[config.mk]
export PLATFORM = sky130hd
export DESIGN_NAME = gated_hit_counter
export DESIGN_NICKNAME = d
export VERILOG_FILES = /design/src/rtl/gated_hit_counter_pkg.sv /design/src/rtl/gated_hit_counter_edge_sync.sv /design/src/rtl/gated_hit_counter.sv
export SDC_FILE = /design/constraint.sdc
export NUM_CORES = 1
export LEC_CHECK = 0
export CORE_UTILIZATION = 45
export CTS_BUF_LIST = sky130_fd_sc_hd__clkbuf_8
export DETAILED_ROUTE_END_ITERATION = 12
export PLACE_DENSITY = 0.73
export SYNTH_ARGS = -nofsm -noshare
export SYNTH_HDL_FRONTEND = slang
export SYNTH_SLANG_ARGS = --single-unit
[constraint.sdc]
create_clock -name clk -period 4.4 [get_ports clk]
set_input_delay 0.44 -clock clk [delete_from_list [all_inputs] [get_ports clk]]
set_output_delay 0.44 -clock clk [all_outputs]
set_load 0.02 [all_outputs]
[src/rtl/gated_hit_counter_pkg.sv]
// Shared constants for the gated hit counter: FSM state encodings and default gate length.
package gated_hit_counter_pkg;

    typedef enum logic [1:0] {
        IDLE  = 2'b00,
        RUN   = 2'b01,
        LATCH = 2'b10
    } state_t;

    localparam int unsigned DEFAULT_GATE_CYCLES = 100_000_000;
    localparam int          TIMER_WIDTH         = 32;

endpackage

[src/rtl/gated_hit_counter_edge_sync.sv]
// Two-flop synchronizer followed by a registered rising-edge detector.
// A pin edge appears as a one-cycle pulse_out three clk cycles later.
module edge_sync
    import gated_hit_counter_pkg::*;
(
    input  logic clk,
    input  logic rst,
    input  logic async_in,
    output logic pulse_out
);

    logic sync1_q, sync1_d;
    logic sync2_q, sync2_d;
    logic prev_q,  prev_d;
    logic pulse_q, pulse_d;

    always_comb begin
        sync1_d = async_in;
        sync2_d = sync1_q;
        prev_d  = sync2_q;
        pulse_d = sync2_q & ~prev_q;
    end

    always_ff @(posedge clk) begin
        if (rst) begin
            sync1_q <= 1'b0;
            sync2_q <= 1'b0;
            prev_q  <= 1'b0;
            pulse_q <= 1'b0;
        end else begin
            sync1_q <= sync1_d;
            sync2_q <= sync2_d;
            prev_q  <= prev_d;
            pulse_q <= pulse_d;
        end
    end

    assign pulse_out = pulse_q;

endmodule

[src/rtl/gated_hit_counter.sv]
// Counts rising edges of an asynchronous hit input over a fixed-length gate
// opened by start; publishes a saturating count with a one-cycle valid strobe.
module gated_hit_counter
    import gated_hit_counter_pkg::*;
#(
    parameter int unsigned GATE_CYCLES = DEFAULT_GATE_CYCLES,
    parameter int          COUNT_WIDTH = 32
) (
    input  logic                   clk,
    input  logic                   rst,
    input  logic                   start,
    input  logic                   hit,
    output logic [COUNT_WIDTH-1:0] count,
    output logic                   valid,
    output logic                   busy,
    output logic                   overflow
);

    localparam logic [TIMER_WIDTH-1:0] TIMER_LOAD = GATE_CYCLES - 32'd1;
    localparam logic [COUNT_WIDTH-1:0] ACC_MAX    = '1;
    localparam logic [COUNT_WIDTH-1:0] ACC_ONE    = COUNT_WIDTH'(1);

    state_t                   state_q, state_d;
    logic [TIMER_WIDTH-1:0]   timer_q, timer_d;
    logic [COUNT_WIDTH-1:0]   acc_q,   acc_d;
    logic [COUNT_WIDTH-1:0]   count_q, count_d;
    logic                     valid_q, valid_d;
    logic                     busy_q,  busy_d;
    logic                     ovf_q,   ovf_d;
    logic                     hit_evt;
    logic                     sync_rst;

    // Flushing the synchronizer in LATCH keeps late edges out of the next gate.
    assign sync_rst = rst | (state_q == LATCH);

    edge_sync u_edge_sync (
        .clk       (clk),
        .rst       (sync_rst),
        .async_in  (hit),
        .pulse_out (hit_evt)
    );

    always_comb begin
        state_d = state_q;
        timer_d = timer_q;
        acc_d   = acc_q;
        count_d = count_q;
        valid_d = 1'b0;
        busy_d  = busy_q;
        ovf_d   = ovf_q;
        case (state_q)
            IDLE: begin
                if (start) begin
                    state_d = RUN;
                    acc_d   = '0;
                    timer_d = TIMER_LOAD;
                    ovf_d   = 1'b0;
                    busy_d  = 1'b1;
                end
            end
            RUN: begin
                if (hit_evt) begin
                    if (acc_q == ACC_MAX) begin
                        ovf_d = 1'b1;
                    end else begin
                        acc_d = acc_q + ACC_ONE;
                    end
                end
                // The final RUN cycle's hit is folded into the published count.
                if (timer_q == '0) begin
                    state_d = LATCH;
                    busy_d  = 1'b0;
                    valid_d = 1'b1;
                    count_d = acc_d;
                end else begin
                    timer_d = timer_q - 32'd1;
                end
            end
            LATCH: begin
                state_d = IDLE;
            end
            default: begin
                state_d = IDLE;
                busy_d  = 1'b0;
            end
        endcase
    end

    always_ff @(posedge clk) begin
        if (rst) begin
            state_q <= IDLE;
            timer_q <= '0;
            acc_q   <= '0;
            count_q <= '0;
            valid_q <= 1'b0;
            busy_q  <= 1'b0;
            ovf_q   <= 1'b0;
        end else begin
            state_q <= state_d;
            timer_q <= timer_d;
            acc_q   <= acc_d;
            count_q <= count_d;
            valid_q <= valid_d;
            busy_q  <= busy_d;
            ovf_q   <= ovf_d;
        end
    end

    assign count    = count_q;
    assign valid    = valid_q;
    assign busy     = busy_q;
    assign overflow = ovf_q;

endmodule

**Word level (Yosys, flattened, before mapping)**

Index checks and enable logic that the tools add are counted.

- Output and inout port bits: 35
- Word-level logic and storage cells: 54
- Flip-flop bits (word level): 105
- Memories kept: 0
- RAM bits: 0
- Bits in read-only memories: 0
- Bits in latches: 0

- Equal/unequal tests: 8
- $mul: 0
- Div/mod/pow operators: 0
- Reductions and logical operators: 10
- Shift operators: 0
- Bitwise logic cells: 5
- Multiplexer cells: 18
- Add/sub/neg operators: 2
- Magnitude comparators: 0

Operators by type and width:

| cell | number |
|---|---|
| $mux W32 | 5 |
| $pmux W32 S2 | 2 |
| $add A32 B1 Y32 const B | 1 |
| $eq A32 B32 Y1 const B | 1 |
| $logic_not A32 Y1 | 1 |
| $sub A32 B1 Y32 const B | 1 |
| $ne A2 B2 Y1 const B | 4 |
| $mux W1 | 6 |
| $reduce_and A2 Y1 | 3 |
| $reduce_and A3 Y1 | 2 |
| $mux W2 | 2 |
| $pmux W2 S2 | 1 |
| $reduce_and A4 Y1 | 1 |
| $not A1 Y1 | 3 |
| $pmux W1 S3 | 1 |
| $eq A2 B1 Y1 const B | 1 |
| $eq A2 B2 Y1 const B | 1 |
| $logic_not A2 Y1 | 1 |
| $ne A2 B1 Y1 const B | 1 |
| $pmux W1 S2 | 1 |
| $reduce_bool A2 Y1 | 1 |
| $reduce_or A2 Y1 | 1 |
| $and A1 B1 Y1 | 1 |
| $or A1 B1 Y1 | 1 |

**Logic depth before layout (Yosys ltp)**

Gate-level depths: netlist of the first run.

- Depth in word-level cells: 4
- Mapped depth: 9

**Cells and area by module**

A second synthesis of the first run with hierarchy kept.

- Cells, all modules: 629
- Area, all modules: 5466.5 um^2

Modules (own cells, without submodules):

| module | area an instance (um^2) | cells each | instances | seq. area each (um^2) |
|---|---|---|---|---|
| gated_hit_counter | 5355.1 | 621 | 1 | 2021.9 |
| edge_sync | 111.4 | 8 | 1 | 80.1 |

**Worst setup path after synthesis of the first run**

No wires, ideal clock.

- Path type: register to register
- From: register timer_q[0]
- To: register timer_q[4]
- Path slack: 2.222 ns
- Required time: 4.268 ns
- Buffers on the path: 0
- Setup time: 0.132 ns
- Clock period less this slack: 2.178 ns
- Arrival: 2.046 ns
- Stages on the path, launching flop included: 9
- Cell sequence: dfxtp_1 inv_1 ha_1 or4b_2 nor3_1 a31oi_1 nand3_1 xor2_1 a21oi_1

- Longest elaborated chain between the ends: 3

RTL lines:

| what | line | RTL |
|---|---|---|
| from (decl) | gated_hit_counter.sv:24 | `logic [TIMER_WIDTH-1:0] timer_q, timer_d;` |
| from (signal assigned) | gated_hit_counter.sv:100 | `timer_q <= timer_d;` |
| $sub A32 B1 Y32 or $logic_not A32 Y1 (tied branches) | gated_hit_counter.sv:76, gated_hit_counter.sv:70 |  |
| $mux W32 or $ne A2 B2 Y1 (tied branches) | - |  |
| $pmux W32 S2 or $reduce_and A3 Y1 (tied branches) | - |  |

Parallel ways exist; a longest one is shown, timed or not. The select of a mux whose other input is x is not followed.
A chain may end at the register's enable or synchronous reset.

**Final worst setup path of the first run**

- From: register timer_q[0]
- To: register timer_q[17]

Same word-level chain as after synthesis.

==> results.toml, run 1 <==
[run_status]
status = "complete, no violations"

[final_layout]
drive_above_1_share_pct = 7.20
final_util_pct = 52.3
stdcell_count = 765
antenna_cells = 0
area_growth_pct = 11.3
nets = 626

[synth]
synth_cell_types = 60
yosysWarnings = 0
synthCells = 603
syn-num-nets = 609
synth_ff_type = "dfxtp_1"
synthArstFlopShare_pct = 0
synth-edff-count = 0
synth_seq_cells = 105
netlist_area_um2 = 5190
synth_area_per_cell_um2 = 8.60
ys_seq_area_share_pct = 40.5

[floorplan]
die_area_um2 = 12000
ios = 39
die_h_um = 109
initial_core_util_pct = 47.0
die_w_um = 109
coreArea_um2 = 11000
core.rowCount = 38

[cts]
clkLatencyLatePin_ns = 0.39
path_clk_slew_ns = 0.10
root_buffer = "clkbuf_8"
hold_buffers = 0
ctsLongestPathBuffers = 2
clock-sinks = 105
cts_resized = 0
htree_levels = 3
post-cts-setup-buffer-count = 0
cts_tree = "done"
numCtsBuffers = 9

[sta]
setup_slack_ns = 1.74
setup_violations = 0
hold_violations = 0
finalMaxSlewViolations = 0
whs_ns = 0.342
fin_skew_ns = 0.00884
max_freq_ghz = 0.376
rsz0062_at_grt = "false"
min_period_ns = 2.66
worst_pin_slew_ns = 1.04
finalCritPeriodShare_pct = 60.4
tns_ns = 0
slew_headroom_pct = 30.8

[hold_path]
hp-class = "primary input to register"
holdCritStartpoint = "rst"

[place]
portBuffers = 38
placed_cells = 749
dp_hpwl_mm = 8.16
gp_congestion = 0.883
preCtsSetupSlack_ns = 1.52

[critical_path]
r2r-start = "timer_q[0]"
worstPathMaxFanout = 9
crit_required_ns = 4.65
worstPathArrival_ns = 2.91
end_kind = "register"
startpoint = "timer_q[0]"
cp-start-kind = "register"
crit_type = "register to register"

[global_route]
antenna_found_initial = 0
grt_pass1_wl_mm = 19.8
track_usage_pct = 21.1
grt_pass1_vias = 4213
grt-ovfl-total = 0
grt_max_degree = 58

[routing]
drt-pass1-iter-count = 7
drt_iter0_markers = 171
num_vias = 4474
drc = 0
wire_per_inst_um = 15.5
drt-total-wl_mm = 11.8
viasPerCell = 5.85
ant_nets = 0

[power_and_ir_drop]
leakage_nw = 1.85
pwr_density_cell_nw_per_um2 = 310
peakVddDrop_v = 0.000268

[job]
maxCapViolations = 0
## layout by cell type (no fill, tap or decap), drive strengths merged, types with 5 or more instances in the layout
cell	instances
nor2	75
dfxtp	105
clkbuf	12
and2	7
nor4	19
o21ai	22
nand3	27
a21oi	32
inv	8
a31oi	28
xor2	33
o31ai	8
nor3	19
nand2	51
xnor2	19
and4	8
nand4	14
buf	5
nand2b	5
clkdlybuf4s50	37
a211oi	36
and3	9
## cells by family after synthesis
logic type	synth area share (%)
simple gates	26.5
compound gates	18.7
flops	40.5
xor+xnor	8.78
buf+inv	4.82
fa+ha+maj	0.482
mux	0.193
## critical path, stage by stage, from the launching register on
cell and delay [ns]:
dfxtp_1 0.35, inv_1 0.07, ha_1 0.21, nor4b_1 0.38, nand3_1 0.36, o31ai_2 0.73
or4_1 0.22, xor2_1 0.15, nor2_1 0.05
## sequential cells by signal, indices dropped and copies added, names as in the netlist
name,cells
u_edge_sync.pulse_out,1
busy,1
u_edge_sync.sync1_q,1
u_edge_sync.prev_d,1
state_q,2
valid,1
u_edge_sync.prev_q,1
overflow,1
timer_q,32
count,32
acc_q,32
## routing by layer
layer	share of wire (%)	GRT usage, %	up-vias
met3	4.3	4.62	13
met1	44	25.1	2123
met2	50	37.7	94
li1	-	-	2244
met5	0	0	-
met4	1.1	6.29	0
## cells in the mapped netlist (3+ instances only)
| master | count | area, um2 |
|---|---|---|
| o21ai_0 | 22 | 110 |
| nand2_1 | 51 | 191 |
| and4_1 | 6 | 52.6 |
| clkbuf_8 | 6 | 82.6 |
| and3_1 | 7 | 43.8 |
| inv_1 | 8 | 30.0 |
| a41oi_1 | 3 | 26.3 |
| buf_4 | 3 | 22.5 |
| a211oi_1 | 34 | 255 |
| dfxtp_1 | 105 | 2100 |
| xor2_1 | 33 | 289 |
| a21oi_1 | 31 | 155 |
| nand3b_1 | 4 | 30.0 |
| buf_2 | 7 | 35.0 |
| nor3_1 | 18 | 90.1 |
| nand4_1 | 12 | 75.1 |
| and2_1 | 7 | 43.8 |
| nor4_1 | 13 | 81.3 |
| nand3_1 | 27 | 135 |
| clkbuf_1 | 17 | 63.8 |
| nor2_1 | 75 | 282 |
| o31ai_1 | 7 | 52.6 |
| or4_1 | 3 | 22.5 |
| nand4b_1 | 3 | 26.3 |
| nand2b_1 | 5 | 31.3 |
| nor4_4 | 4 | 85.1 |
| xnor2_1 | 19 | 166 |
| a31oi_1 | 28 | 175 |
## where the power goes
group,internal [mW],total (mW),leakage [nW],switching (mW)
sequential,0.972,0.997,0.852,0.0250
clock,0.308,0.640,0.105,0.332
combinational,0.0517,0.153,0.891,0.101
total,1.33,1.79,1.85,0.458
## metrics by stage
| step | total power [mW] | instance area (um2) |
|---|---|---|
| after detailed placement | 1.17 | 5560 |
| after CTS | 1.81 | 5770 |
| after global routing | 1.86 | 5770 |
| after global placement | 1.16 | 5560 |
| final | 1.79 | 5770 |
| after floorplan | 1.13 | 5190 |
## final cells by class
cell class	instances	area (um2)
multi-input cells	454	2850
flip-flops and latches	105	2100
clock inverters	4	50.0
repair buffers	42	405
well taps	140	175
clock buffers	12	165
inverters	8	30.0
fillers	1063	5260
## final timing paths
kind | to | slack, ns | cells past startpoint
max | timer_q[17] | 1.74 | 8
min | count[9] | 0.34 | 2
max reg2reg | timer_q[17] | 1.74 | 8
min reg2reg | u_edge_sync.pulse_out | 0.40 | 1
(Power assumes the default switching activity.)
==> run 2, diff against run 1 <==
Clock period 4.4 ns to 2.6 ns, I/O delays scaled along.
==> results.toml, run 2 (same netlist as run 1, synthesis figures left out) <==
[run_status]
status = "complete, no violations"

[final_layout]
fillCellCount = 1033
fin_area_um2 = 5920
drive_above_1_share_pct = 10.3
antenna_cells = 0
nets = 645
layout_common_cells = "dfxtp_1 (105), nor2_1 (75), nand2_1 (51), clkdlybuf4s50_1 (37), a211oi_1 (34)"
stdcell_count = 783
ff_latch_area_um2 = 2100
final_util_pct = 53.7
final_common_cell = "dfxtp_1"
area_growth_pct = 14.1
multi_input_comb_area_um2 = 2870

[sta]
max_freq_ghz = 0.413
finalMaxSlewViolations = 0
finalCritPeriodShare_pct = 93.1
setup_slack_ns = 0.178
slew_headroom_pct = 58.2
setup_violations = 0
rsz0062_at_grt = "false"
min_period_ns = 2.42
worst_pin_slew_ns = 0.625
hold_violations = 0
whs_ns = 0.132
fin_skew_ns = 0.00784
tns_ns = 0

[cts]
numCtsBuffers = 9
cts_tree = "done"
path_clk_slew_ns = 0.10
htree_levels = 3
root_buffer = "clkbuf_8"
clkLatencyLatePin_ns = 0.37
hold_buffers = 0
clock-sinks = 105
ctsLongestPathBuffers = 2

[critical_path]
worstPathArrival_ns = 2.67
crit_required_ns = 2.85
crit_type = "register to register"
worst_path_most_repeated_cell = "o21ai_0"
crit_chain = "ha_1 > nand3_1 > or4_4 > nor4_4 > a31oi_1 > o21ai_0 > o21ai_0"
worstPathMaxFanout = 7
slowest_delay_ns = 0.54
cp-start-kind = "register"
end_kind = "register"
critPathSlowestCell = "or4_4"

[power_and_ir_drop]
peakVddDrop_v = 0.000418
leakage_nw = 1.94
fin_total_pwr_mw = 2.95
pwr_density_cell_nw_per_um2 = 499

[floorplan]
core.rowCount = 38
coreArea_um2 = 11000
die_area_um2 = 12000
ios = 39
die_h_um = 109
initial_core_util_pct = 47.0
die_w_um = 109

[routing]
ant_nets = 0
drt_iter0_markers = 224
drt-pass1-iter-count = 4
drc = 0
num_vias = 4540
viasPerCell = 5.80
drt-total-wl_mm = 11.7
wire_per_inst_um = 15.0

[global_route]
antenna_found_initial = 0
track_usage_pct = 20.8
grt_pass1_vias = 4312
grt_pass1_wl_mm = 19.8
grt-ovfl-total = 0
grt_max_degree = 58

[job]
maxCapViolations = 0

[place]
gp_congestion = 0.884
dp_hpwl_mm = 8.23
portBuffers = 38
placed_cells = 768
placed_area_um2 = 5710
preCtsSetupSlack_ns = 0.140

[hold_path]
hp-class = "primary input to register"
## run 2: layout make-up
type,count,share of cell area [%]
Clock inverter,6,1.01
Clock buffer,9,2.09
Timing Repair Buffer,61,9.47
Inverter,8,0.507
Sequential cell,105,35.5
Tap cell,140,2.96
Multi-Input combinational cell,454,48.4
## run 2: power breakdown
part | leakage (nW) | switching [mW] | internal [mW]
clock | 0.0967 | 0.548 | 0.437
sequential | 0.852 | 0.0433 | 1.64
combinational | 0.993 | 0.178 | 0.103
## run 2: metal layers
layer | global-route usage (%) | routed length [um] | vias to the layer above
li1 | - | - | 2275
met3 | 4.33 | 504 | 17
met5 | 0 | 0 | -
met1 | 25.2 | 5170 | 2162
met2 | 36.5 | 5870 | 86
met4 | 7.14 | 198 | 0
## run 2: timing repair
action	in CTS	in global routing
setup buffers	0	0
gates resized for setup	0	4
endpoints found under the setup margin	0	14
## run 2: critical path, delay by kind of cell (launching register included)
family          cells  cell delay [ns]
simple gates        3             1.17
fa+ha+maj           1             0.25
flops               1             0.42
compound gates      3             0.48
## run 2: final timing paths
kind	slack, ns	to	from	cells after the start
worst max-delay path	0.18	acc_q[30]	acc_q[0]	7
worst min-delay path	0.13	count[9]	rst	2
worst max register to register	0.18	acc_q[30]	acc_q[0]	7
worst min register to register	0.41	u_edge_sync.pulse_out	u_edge_sync.prev_q	1
